$ cat src/rtl/ram8_arbiter_pkg.sv
// Shared types and sizes for the RAM8 two-port access controller.
// Optional feature macro: RAM8_ARB_RR_EN (round-robin arbitration).
package ram8_arb_pkg;

  localparam int DATA_W     = 16;
  localparam int ADDR_W     = 3;
  localparam int RAM_ADDR_W = 4;

  typedef enum logic [1:0] {
    IDLE   = 2'd0,
    ACCESS = 2'd1,
    RESP   = 2'd2
  } state_e;

  typedef enum logic {
    PORT_A = 1'b0,
    PORT_B = 1'b1
  } port_e;

endpackage

$ cat src/rtl/ram8_arbiter_if.sv
// Bus bundle between the two requesters, the controller and the RAM8 block.
// Optional feature macro: RAM8_ARB_RR_EN (affects the controller only).
interface ram8_arbiter_if;
  import ram8_arb_pkg::*;

  logic                  a_req;
  logic                  a_we;
  logic [ADDR_W-1:0]     a_addr;
  logic [DATA_W-1:0]     a_wdata;
  logic                  a_done;
  logic [DATA_W-1:0]     a_rdata;

  logic                  b_req;
  logic                  b_we;
  logic [ADDR_W-1:0]     b_addr;
  logic [DATA_W-1:0]     b_wdata;
  logic                  b_done;
  logic [DATA_W-1:0]     b_rdata;

  logic [DATA_W-1:0]     ram_inp;
  logic                  ram_load;
  logic [RAM_ADDR_W-1:0] ram_addr;
  logic [DATA_W-1:0]     ram_out;

  logic                  busy;

  // Controller side
  modport slave (
    input  a_req, a_we, a_addr, a_wdata,
    input  b_req, b_we, b_addr, b_wdata,
    input  ram_out,
    output a_done, a_rdata, b_done, b_rdata,
    output ram_inp, ram_load, ram_addr, busy
  );

  // Requester / RAM side
  modport master (
    output a_req, a_we, a_addr, a_wdata,
    output b_req, b_we, b_addr, b_wdata,
    output ram_out,
    input  a_done, a_rdata, b_done, b_rdata,
    input  ram_inp, ram_load, ram_addr, busy
  );

endinterface

$ cat src/rtl/ram8_arbiter_pick.sv
// Two-way winner selection for the RAM8 controller.
// Optional feature macro: RAM8_ARB_RR_EN selects round-robin; otherwise A has
// fixed priority and there is no pointer.
module ram8_arb_pick
  import ram8_arb_pkg::*;
(
  input  logic  i_req_a,
  input  logic  i_req_b,
`ifdef RAM8_ARB_RR_EN
  input  port_e i_ptr,
  output port_e o_ptr_next,
`endif
  input  logic  i_grant_en,
  output logic  o_gnt,
  output port_e o_win
);

  assign o_gnt = i_grant_en & (i_req_a | i_req_b);

`ifdef RAM8_ARB_RR_EN
  // Pointer names the port that wins a tie; lone requesters always win
  always_comb begin
    o_win = i_req_b ? PORT_B : PORT_A;
    if (i_req_a && i_req_b) o_win = i_ptr;
  end

  // The port just served yields priority to the other one
  assign o_ptr_next = o_gnt ? ((o_win == PORT_A) ? PORT_B : PORT_A) : i_ptr;
`else
  assign o_win = i_req_a ? PORT_A : PORT_B;
`endif

endmodule

$ cat src/rtl/ram8_arbiter.sv
// Two-port access controller for the 8x16 RAM8 block: arbitrates A/B commands,
// sequences one RAM access per grant, returns a done pulse and read data.
// Optional feature macro: RAM8_ARB_RR_EN (round-robin instead of A-priority).
module ram8_arbiter
  import ram8_arb_pkg::*;
(
  input  logic           clk,
  input  logic           rst_n,
  ram8_arbiter_if.slave  bus
);

  state_e                r_state;
  state_e                w_state_nxt;
  port_e                 r_port;
  logic                  r_we;
  logic                  w_gnt;
  port_e                 w_win;

  logic                  r_a_done;
  logic                  r_b_done;
  logic [DATA_W-1:0]     r_a_rdata;
  logic [DATA_W-1:0]     r_b_rdata;
  logic [DATA_W-1:0]     r_ram_inp;
  logic                  r_ram_load;
  logic [RAM_ADDR_W-1:0] r_ram_addr;
  logic                  r_busy;

  logic                  w_sel_we;
  logic [ADDR_W-1:0]     w_sel_addr;
  logic [DATA_W-1:0]     w_sel_wdata;

`ifdef RAM8_ARB_RR_EN
  port_e                 r_ptr;
  port_e                 w_ptr_next;

  ram8_arb_pick u_pick (
    .i_req_a    (bus.a_req),
    .i_req_b    (bus.b_req),
    .i_ptr      (r_ptr),
    .o_ptr_next (w_ptr_next),
    .i_grant_en (r_state == IDLE),
    .o_gnt      (w_gnt),
    .o_win      (w_win)
  );

  // Round-robin pointer; only moves on an actual grant
  always_ff @(posedge clk or negedge rst_n) begin
    if (!rst_n) r_ptr <= PORT_A;
    else        r_ptr <= w_ptr_next;
  end
`else
  ram8_arb_pick u_pick (
    .i_req_a    (bus.a_req),
    .i_req_b    (bus.b_req),
    .i_grant_en (r_state == IDLE),
    .o_gnt      (w_gnt),
    .o_win      (w_win)
  );
`endif

  assign w_sel_we    = (w_win == PORT_A) ? bus.a_we    : bus.b_we;
  assign w_sel_addr  = (w_win == PORT_A) ? bus.a_addr  : bus.b_addr;
  assign w_sel_wdata = (w_win == PORT_A) ? bus.a_wdata : bus.b_wdata;

  // State register
  always_ff @(posedge clk or negedge rst_n) begin
    if (!rst_n) r_state <= IDLE;
    else        r_state <= w_state_nxt;
  end

  // Next state: every grant walks IDLE -> ACCESS -> RESP -> IDLE
  always_comb begin
    w_state_nxt = r_state;
    case (r_state)
      IDLE:    if (w_gnt) w_state_nxt = ACCESS;
      ACCESS:  w_state_nxt = RESP;
      RESP:    w_state_nxt = IDLE;
      default: w_state_nxt = IDLE;
    endcase
  end

  // Registered outputs: command latched at grant, result captured at end of ACCESS
  always_ff @(posedge clk or negedge rst_n) begin
    if (!rst_n) begin
      r_port     <= PORT_A;
      r_we       <= 1'b0;
      r_a_done   <= 1'b0;
      r_b_done   <= 1'b0;
      r_a_rdata  <= '0;
      r_b_rdata  <= '0;
      r_ram_inp  <= '0;
      r_ram_load <= 1'b0;
      r_ram_addr <= '0;
      r_busy     <= 1'b0;
    end else begin
      r_a_done <= 1'b0;
      r_b_done <= 1'b0;
      case (r_state)
        IDLE: begin
          if (w_gnt) begin
            r_port     <= w_win;
            r_we       <= w_sel_we;
            r_ram_addr <= {1'b0, w_sel_addr};
            r_ram_inp  <= w_sel_wdata;
            r_ram_load <= w_sel_we;
            r_busy     <= 1'b1;
          end
        end
        ACCESS: begin
          r_ram_load <= 1'b0;
          if (!r_we) begin
            if (r_port == PORT_A) r_a_rdata <= bus.ram_out;
            else                  r_b_rdata <= bus.ram_out;
          end
          r_a_done <= (r_port == PORT_A);
          r_b_done <= (r_port == PORT_B);
        end
        RESP:    r_busy <= 1'b0;
        default: r_busy <= 1'b0;
      endcase
    end
  end

  assign bus.a_done   = r_a_done;
  assign bus.b_done   = r_b_done;
  assign bus.a_rdata  = r_a_rdata;
  assign bus.b_rdata  = r_b_rdata;
  assign bus.ram_inp  = r_ram_inp;
  assign bus.ram_load = r_ram_load;
  assign bus.ram_addr = r_ram_addr;
  assign bus.busy     = r_busy;

endmodule

$ cat src/flat_wrapper.sv
// flat-port wrapper written by rule: the top's interface ports become plain ports
module ram8_arbiter_flat import ram8_arb_pkg::*;
  (clk, rst_n, bus_a_req, bus_a_we, bus_a_addr, bus_a_wdata, bus_b_req, bus_b_we, bus_b_addr, bus_b_wdata, bus_ram_out, bus_a_done, bus_a_rdata, bus_b_done, bus_b_rdata, bus_ram_inp, bus_ram_load, bus_ram_addr, bus_busy);
  ram8_arbiter_if bus_i ();
  input  logic clk;
  input  logic rst_n;
  input wire logic [$bits(bus_i.a_req)-1:0] bus_a_req;
  input wire logic [$bits(bus_i.a_we)-1:0] bus_a_we;
  input wire logic [$bits(bus_i.a_addr)-1:0] bus_a_addr;
  input wire logic [$bits(bus_i.a_wdata)-1:0] bus_a_wdata;
  input wire logic [$bits(bus_i.b_req)-1:0] bus_b_req;
  input wire logic [$bits(bus_i.b_we)-1:0] bus_b_we;
  input wire logic [$bits(bus_i.b_addr)-1:0] bus_b_addr;
  input wire logic [$bits(bus_i.b_wdata)-1:0] bus_b_wdata;
  input wire logic [$bits(bus_i.ram_out)-1:0] bus_ram_out;
  output wire logic [$bits(bus_i.a_done)-1:0] bus_a_done;
  output wire logic [$bits(bus_i.a_rdata)-1:0] bus_a_rdata;
  output wire logic [$bits(bus_i.b_done)-1:0] bus_b_done;
  output wire logic [$bits(bus_i.b_rdata)-1:0] bus_b_rdata;
  output wire logic [$bits(bus_i.ram_inp)-1:0] bus_ram_inp;
  output wire logic [$bits(bus_i.ram_load)-1:0] bus_ram_load;
  output wire logic [$bits(bus_i.ram_addr)-1:0] bus_ram_addr;
  output wire logic [$bits(bus_i.busy)-1:0] bus_busy;
  assign bus_i.a_req = bus_a_req;
  assign bus_i.a_we = bus_a_we;
  assign bus_i.a_addr = bus_a_addr;
  assign bus_i.a_wdata = bus_a_wdata;
  assign bus_i.b_req = bus_b_req;
  assign bus_i.b_we = bus_b_we;
  assign bus_i.b_addr = bus_b_addr;
  assign bus_i.b_wdata = bus_b_wdata;
  assign bus_i.ram_out = bus_ram_out;
  assign bus_a_done = bus_i.a_done;
  assign bus_a_rdata = bus_i.a_rdata;
  assign bus_b_done = bus_i.b_done;
  assign bus_b_rdata = bus_i.b_rdata;
  assign bus_ram_inp = bus_i.ram_inp;
  assign bus_ram_load = bus_i.ram_load;
  assign bus_ram_addr = bus_i.ram_addr;
  assign bus_busy = bus_i.busy;
  ram8_arbiter u_core (.clk(clk), .rst_n(rst_n), .bus(bus_i));
endmodule
$ cat config.mk
export PLATFORM = sky130hd
export DESIGN_NAME = ram8_arbiter_flat
export DESIGN_NICKNAME = d
export VERILOG_FILES = /design/src/rtl/ram8_arbiter_pkg.sv /design/src/rtl/ram8_arbiter_if.sv /design/src/rtl/ram8_arbiter_pick.sv /design/src/rtl/ram8_arbiter.sv /design/src/flat_wrapper.sv
export SDC_FILE = /design/constraint.sdc
export NUM_CORES = 1
export LEC_CHECK = 0
export CORE_ASPECT_RATIO = 2
export CORE_UTILIZATION = 44
export DETAILED_ROUTE_END_ITERATION = 8
export PLACE_DENSITY = 0.85
export SETUP_SLACK_MARGIN = 0.15
export SLEW_MARGIN = 10
export SYNTH_ARGS = -nofsm -noshare
export SYNTH_HDL_FRONTEND = slang
export SYNTH_SLANG_ARGS = --single-unit
$ cat constraint.sdc
create_clock -name clk -period 3 [get_ports clk]
set_clock_uncertainty 0.05 [all_clocks]
set_input_delay 0.45 -clock clk [delete_from_list [all_inputs] [get_ports clk]]
set_output_delay 0.45 -clock clk [all_outputs]
set_load 0.01 [all_outputs]
==> results.txt, run 1 <==
----------------------------------------------------
[Detailed routing]
  DR DRC count ... 0
  Average wire per cell in the routed design ... 15.5 um
  Remaining number of nets flagged by the antenna check after routing ... 0
  Detailed Route WL ... 5.61 mm
  Routed via count divided by cell count ... 5.08
  Via count ... 1840
  Violation count after the first detailed-route iteration ... 30
  First drt pass iteration count ... 5

[Floorplan]
  Ports placed on the boundary ... 116
  Starting density of the core ... 45.6%
  Die Y ... 108 um
  Die footprint ... 0.00594 sq mm
  Cell row count ... 38
  Die Wd ... 55.0 um
  Core box area ... 0.00542 sq mm

[Setup path]
  Chain of cells forming the critical path ... nand2b_4 > nor3_4 > mux2_2
  Delay contributed by the slowest stage of the critical path ... 640 ps
  Data required time at the worst endpoint ... 3160 ps
  Cell with the biggest individual delay on the critical path ... sky130_fd_sc_hd__nor3_4
  Critical path peak fanout ... 16
  Source of the worst register-to-register timing path ... u_core.r_state[1]
  R2R setup slack ... 1180 ps
  CP Launch Point ... u_core.r_state[1]
  CP arrival ... 1980 ps
  Crit. End Element ... flip-flop
  Path type of the worst setup path ... flip-flop to flip-flop
  Worst r2r path cells ... 3
  Startpoint types ... flip-flop

[Timing]
  Number of hold violations in the final report ... 0
  Period Utilization, post-route ... 60.7%
  Worst-margin pin slew ... 938 ps
  Max-slew violation count ... 0
  Final setup viols ... 0
  Setup TNS Final ... 0 ps
  Remaining max-slew budget at the tightest pin ... 37.5%
  Minimum clock period ... 1820 ps
  Unrepaired setup endpoints after global routing ... false
  Max Fclk ... 0.550 GHz

[Synth]
  Synthesized net count ... 241
  Synth Area in Adders ... 0%
  Syn_area_per_cell ... 13.7 sq um
  Synth top area share ... 59.7%
  Main combinational cell family by area after synthesis ... multiplexers
  Syn Inst Count ... 181
  Simple-gate portion of the synthesized area ... 3.03%
  Multiplexer share of the synthesized area ... 24.2%
  Area share of xor/xnor cells in the synthesized design ... 0%
  Area contributors post-synth ... sky130_fd_sc_hd__dfrtp_1 (60%), sky130_fd_sc_hd__mux2_2 (10%), sky130_fd_sc_hd__mux2i_1 (8.1%)
  Sequential fraction of the synthesis area ... 59.7%
  Commonest cells post-synth ... sky130_fd_sc_hd__dfrtp_1 (59), sky130_fd_sc_hd__o21ai_0 (39), sky130_fd_sc_hd__mux2_2 (22)
  Yosys warnings ... 0
  Leading area contributor after synthesis ... sky130_fd_sc_hd__dfrtp_1
  Cell area after synthesis ... 0.00247 sq mm
  Count leader, synth ... sky130_fd_sc_hd__dfrtp_1
  Share of async-settable or async-resettable flops after synthesis ... 100%
  Post-synth EDFFs ... 0
  #FFs+latches synth ... 59
  Most frequently used flop master after synthesis ... sky130_fd_sc_hd__dfrtp_1
  Synth Area in Compound Gates ... 9.16%
  Number of distinct library cell variants in the gate-level netlist after synthesis ... 23

[Final layout]
  Final #Nets ... 358
  Layout Area Growth over Synthesis ... 54.4%
  Final non-filler cell area ... 0.00382 sq mm
  Fraction of final layout cells with drive strength greater than 1 ... 18.9%
  Area used by multi-input combinational logic ... 903 sq um
  Diodes inserted ... 0
  Fill count ... 401
  Storage cell area ... 0.00148 sq mm
  Layout Utilization ... 70.5%

[Global route]
  First-pass GRT wire length ... 8.42 mm
  Tot GR Track Use ... 20.4%
  Gr ovfl total ... 0
  Number of antenna violations at the first check in global routing ... 0
  Via count of the first global-routing pass ... 1807
  Maximum number of pins on one net before global-route repair ... 44

[Outcome]
  Outcome ... finished, final reports clean

[Clock tree]
  Clock tree from TritonCTS ... yes
  Clock-pin slew on the worst setup and hold paths ... 60 ps
  Count of buffers added by post-CTS timing repair for setup ... 0
  Maximum number of buffers from clock root to sink ... 2
  Clock network latency to the later pin of the worst-skew pair ... 330 ps
  Number of clock sinks ... 59
  PostCTS Resize Cnt ... 0
  CTS hold repair buffers ... 0
  H-tree level count ... 3
  CTS Buf Count ... 9
  Root buffer selected by CTS ... sky130_fd_sc_hd__clkbuf_8

[Placed design]
  Cell Area, Placed ... 0.00364 sq mm
  Number of I/O port buffers ... 114
  Placer's final routability congestion estimate ... 0.754
  Sum of net half-perimeters after detailed placement ... 4.18 mm

[Hold path]
  Class of the tightest hold or removal check ... input pin to async pin

[Power]
  Static Leak ... 1.66 nW
  Power density over the cells ... 1010 mW/mm^2
  Maximum vdd ir drop ... 0.675 mV
  Sum of internal, switching and leakage power ... 3.85 mW

[Job]
  Max-cap violations ... 0

----------------------------------------------------
==> metal layers <==
| metal | part of all wire [%] | global-route usage [%] |
|---|---|---|
| met5 | 0 | 0 |
| met3 | 4.4 | 4.22 |
| met2 | 56 | 34.3 |
| met1 | 36 | 20.8 |
| met4 | 3.7 | 14.8 |
==> state kept, by name, indices dropped and copies added, names as in the netlist <==
signal,flops
u_core.bus.a_done,1
u_core.bus.b_rdata,16
u_core.bus.busy,1
u_core.bus.ram_inp,16
u_core.r_we,1
u_core.bus.ram_load,1
u_core.bus.b_done,1
u_core.bus.a_rdata,16
u_core.r_port,1
u_core.r_state,2
u_core.bus.ram_addr,3
==> where the power goes <==
group	switching, mW	internal, mW
registers	0.221	1.20
clock network	0.285	0.360
logic	0.695	1.09
total	1.20	2.65
==> critical path: cells and delay by family, from the launching register on <==
| family | cells | cell delay [ps] |
|---|---|---|
| flip-flops | 1 | 410 |
| AND/OR/NAND/NOR | 2 | 820 |
| multiplexers | 1 | 410 |
==> worst paths after layout <==
check / end
worst min register to register: u_core.bus.ram_inp[0]
worst max-delay path: u_core.bus.a_rdata[8]
min in group clk: u_core.bus.ram_inp[0]
worst max register to register: u_core.bus.a_rdata[8]
worst min-delay path: u_core.bus.b_rdata[3]
max in group asynchronous: u_core.bus.b_rdata[11]
==> placed cells by master (no fill, tap or decap), drive strengths merged <==
cell           instances
a21o                   1
a21oi                  2
a31o                   1
and3b                  1
buf                    6
clkbuf                13
clkdlybuf4s50        113
clkinv                 2
conb                   1
dfrtp                 59
inv                    3
mux2                  32
mux2i                 20
nand2b                 1
nor2                   3
nor2b                  1
nor3                   2
o21ai                 40
or2                    1
==> cell families after synthesis <==
logic type,count (synthesis)
and+or+nand+nor,9
AOI/OAI and AO/OA,44
buffers and inverters,16
other,1
DFF,59
muxes,52
==> metrics by stage <==
stage                     worst slack [ps]  instances  hold slack [ps]
after CTS                             1140        362              229
after global placement                 998        347              435
after floorplan                       1500        181              104
final                                 1180        362              209
after global routing                  1080        362              279
after detailed placement               947        347              443
==> final cells by class <==
class | instances | area share, %
flip-flops and latches | 59 | 38.7
repair buffers | 119 | 30.7
multi-input cells | 106 | 23.7
clock buffers | 13 | 4.42
well taps | 60 | 1.97
inverters | 3 | 0.295
clock inverters | 2 | 0.262
(Power assumes the default switching activity.)
==> inputs of run 2 (changes only) <==
--- a/config.mk
+++ b/config.mk
@@ -6,9 +6,9 @@
 export NUM_CORES = 1
 export LEC_CHECK = 0
 export CORE_ASPECT_RATIO = 2
-export CORE_UTILIZATION = 44
+export CORE_UTILIZATION = 41
 export DETAILED_ROUTE_END_ITERATION = 8
-export PLACE_DENSITY = 0.85
+export PLACE_DENSITY = 0.8
 export SETUP_SLACK_MARGIN = 0.15
 export SLEW_MARGIN = 10
 export SYNTH_ARGS = -nofsm -noshare
==> constraint.sdc (replaced) <==
create_clock -name clk -period 1.8 [get_ports clk]
set_clock_uncertainty 0.05 [all_clocks]
set_input_delay 0.27 -clock clk [delete_from_list [all_inputs] [get_ports clk]]
set_output_delay 0.27 -clock clk [all_outputs]
set_load 0.01 [all_outputs]
==> run 2 against run 1 <==
  * The run now ends with DRC left
  * Sequential cell count is the same
  * Die area up 7.1%
  * Design area rose by 6.0%
==> results.txt, run 2 (synthesized netlist as in run 1, its figures left out) <==
----------------------------------------------------
[Power]
  Proportion of power drawn by flip-flops and latches ... 32.3%
  Internal Dissipation ... 5.24 mW
  Static Leak ... 1.77 nW
  Switching power ... 2.10 mW
  Power share of the combinational group ... 41.4%
  Proportion of power drawn by the clock network ... 26.3%
  Maximum vdd ir drop ... 0.980 mV
  Switching fraction of total power ... 28.6%
  Power density over the cells ... 1810 mW/mm^2

[Setup path]
  Delay contributed by the slowest stage of the critical path ... 560 ps
  Source of the worst register-to-register timing path ... u_core.r_state[0]
  R2R setup slack ... 270 ps
  Crit. End Element ... primary output
  Worst r2r path cells ... 3
  Worst path top cell family by delay ... buffers and inverters
  CP arrival ... 1230 ps
  Critical path peak fanout ... 2
  Reg2reg end ... u_core.bus.ram_load
  Crit path buffers/inverters ... 1
  Chain of cells forming the critical path ... clkdlybuf4s50_1
  Data required time at the worst endpoint ... 1480 ps
  Startpoint types ... flip-flop
  Path type of the worst setup path ... flip-flop to primary output
  Cell with the biggest individual delay on the critical path ... sky130_fd_sc_hd__clkdlybuf4s50_1

[Job]
  Max-cap violations ... 0

[Timing]
  Minimum clock period ... 1550 ps
  Setup TNS Final ... 0 ps
  Period Utilization, post-route ... 86.3%
  Worst Hold Slack ... 357 ps
  Max-slew violation count ... 0
  Number of hold violations in the final report ... 0
  Unrepaired setup endpoints after global routing ... false
  Max Fclk ... 0.644 GHz
  Final setup viols ... 0

[Global route]
  Maximum number of pins on one net before global-route repair ... 44
  First-pass GRT wire length ... 9.56 mm
  Via count of the first global-routing pass ... 1994
  Number of antenna violations at the first check in global routing ... 0
  Tot GR Track Use ... 19.7%
  Gr ovfl total ... 0

[Placed design]
  Sum of net half-perimeters after detailed placement ... 4.26 mm
  Number of I/O port buffers ... 114
  Placer's final routability congestion estimate ... 0.736

[Clock tree]
  CTS hold repair buffers ... 1
  Number of clock sinks ... 59
  Clock tree from TritonCTS ... yes
  Root buffer selected by CTS ... sky130_fd_sc_hd__clkbuf_16
  Clock-pin slew on the worst setup and hold paths ... 50 ps
  PostCTS Resize Cnt ... 0
  Clock network latency to the later pin of the worst-skew pair ... 310 ps
  Maximum number of buffers from clock root to sink ... 2
  CTS Buf Count ... 9
  Count of buffers added by post-CTS timing repair for setup ... 0
  H-tree level count ... 3

[Hold path]
  Class of the tightest hold or removal check ... input pin to async pin

[Final layout]
  Final #Nets ... 363
  Layout Area Growth over Synthesis ... 63.7%
  Fill count ... 427
  Diodes inserted ... 0
  Area used by multi-input combinational logic ... 903 sq um
  Commonest non-fill, non-tap cells in the layout ... sky130_fd_sc_hd__clkdlybuf4s50_1 (113), sky130_fd_sc_hd__dfrtp_1 (59), sky130_fd_sc_hd__o21ai_0 (38), sky130_fd_sc_hd__mux2_2 (22), sky130_fd_sc_hd__mux2i_1 (20)
  Most common cell after layout, fill and taps aside ... sky130_fd_sc_hd__clkdlybuf4s50_1
  Storage cell area ... 0.00148 sq mm
  Fraction of final layout cells with drive strength greater than 1 ... 20.1%

[Floorplan]
  Ports placed on the boundary ... 116
  Cell row count ... 39
  Die Wd ... 56.9 um
  Starting density of the core ... 43.0%
  Core box area ... 0.00576 sq mm
  Die footprint ... 0.00637 sq mm
  Die Y ... 112 um

[Detailed routing]
  Violation count after the first detailed-route iteration ... 61
  Remaining number of nets flagged by the antenna check after routing ... 0
  Via count ... 1868
  Detailed Route WL ... 5.81 mm
  DR DRC count ... 15
  Routed via count divided by cell count ... 5.06
  First drt pass iteration count ... 6
  Average wire per cell in the routed design ... 15.7 um

[Outcome]
  Outcome ... complete, but fails checks
  Failing checks ... DRC

----------------------------------------------------
[run 2: cell count changes in the layout (fill, tap and decap cells not counted), sizes merged]
cell	change
clkbuf	-2
bufinv	+3
dlygate4sd3	+1
buf	+4
[run 2: layer usage]
metal / wire, um / global-route usage, % / vias up
li1: - / - / 881
met3: 278 / 4.41 / 7
met5: 0 / 0 / -
met1: 2050 / 20.2 / 915
met2: 3410 / 37.3 / 65
met4: 72 / 7.32 / 0
[run 2: cell type report]
| cell class | count | area share (%) |
|---|---|---|
| Clock buffer | 11 | 6.00 |
| Multi-Input combinational cell | 106 | 22.3 |
| Timing Repair Buffer | 124 | 30.6 |
| Clock inverter | 5 | 2.47 |
| Inverter | 3 | 0.278 |
| Sequential cell | 59 | 36.5 |
| Tap cell | 61 | 1.89 |
[run 2: power by group through the flow]
stage	Combinational (mW)	Sequential, mW	Clock, mW
after floorplan	1.12	2.65	0
after global placement	3.01	2.36	0
after detailed placement	3.07	2.38	0
after CTS	3.09	2.38	1.97
after global routing	3.26	2.46	2.04
final	3.04	2.37	1.93
[run 2: through the flow]
stage	setup WS [ps]	power (mW)	instance area [sq um]	util (%)	instances
finish	247	7.34	4050	70.3	369
global route	189	7.75	4050	70.3	369
CTS	231	7.44	4050	70.3	369
detailed placement	127	5.46	3700	64.2	352
global placement	171	5.37	3700	64.2	352
floorplan	298	3.77	2470	-	181
[run 2: worst max path at each step]
stage	startpoint	to	slack [ps]	cells after the start
finish	u_core.bus.ram_inp[10]	bus_ram_inp[10]	250	1
floorplan	u_core.r_state[1]	u_core.bus.a_rdata[10]	300	4
global placement	bus_a_req	u_core.bus.ram_inp[6]	170	4
global route	u_core.r_state[0]	u_core.bus.ram_load	190	3
CTS	u_core.bus.ram_inp[10]	bus_ram_inp[10]	230	1
detailed placement	bus_a_req	u_core.bus.ram_inp[9]	130	4
==> inputs of run 3 (changes only) <==
--- a/config.mk
+++ b/config.mk
@@ -10,7 +10,6 @@
 export DETAILED_ROUTE_END_ITERATION = 8
 export PLACE_DENSITY = 0.8
 export SETUP_SLACK_MARGIN = 0.15
-export SLEW_MARGIN = 10
 export SYNTH_ARGS = -nofsm -noshare
 export SYNTH_HDL_FRONTEND = slang
 export SYNTH_SLANG_ARGS = --single-unit
==> results of run 3 <==
Same layout as run 2: the final DEF is identical, and so are final timing and power.
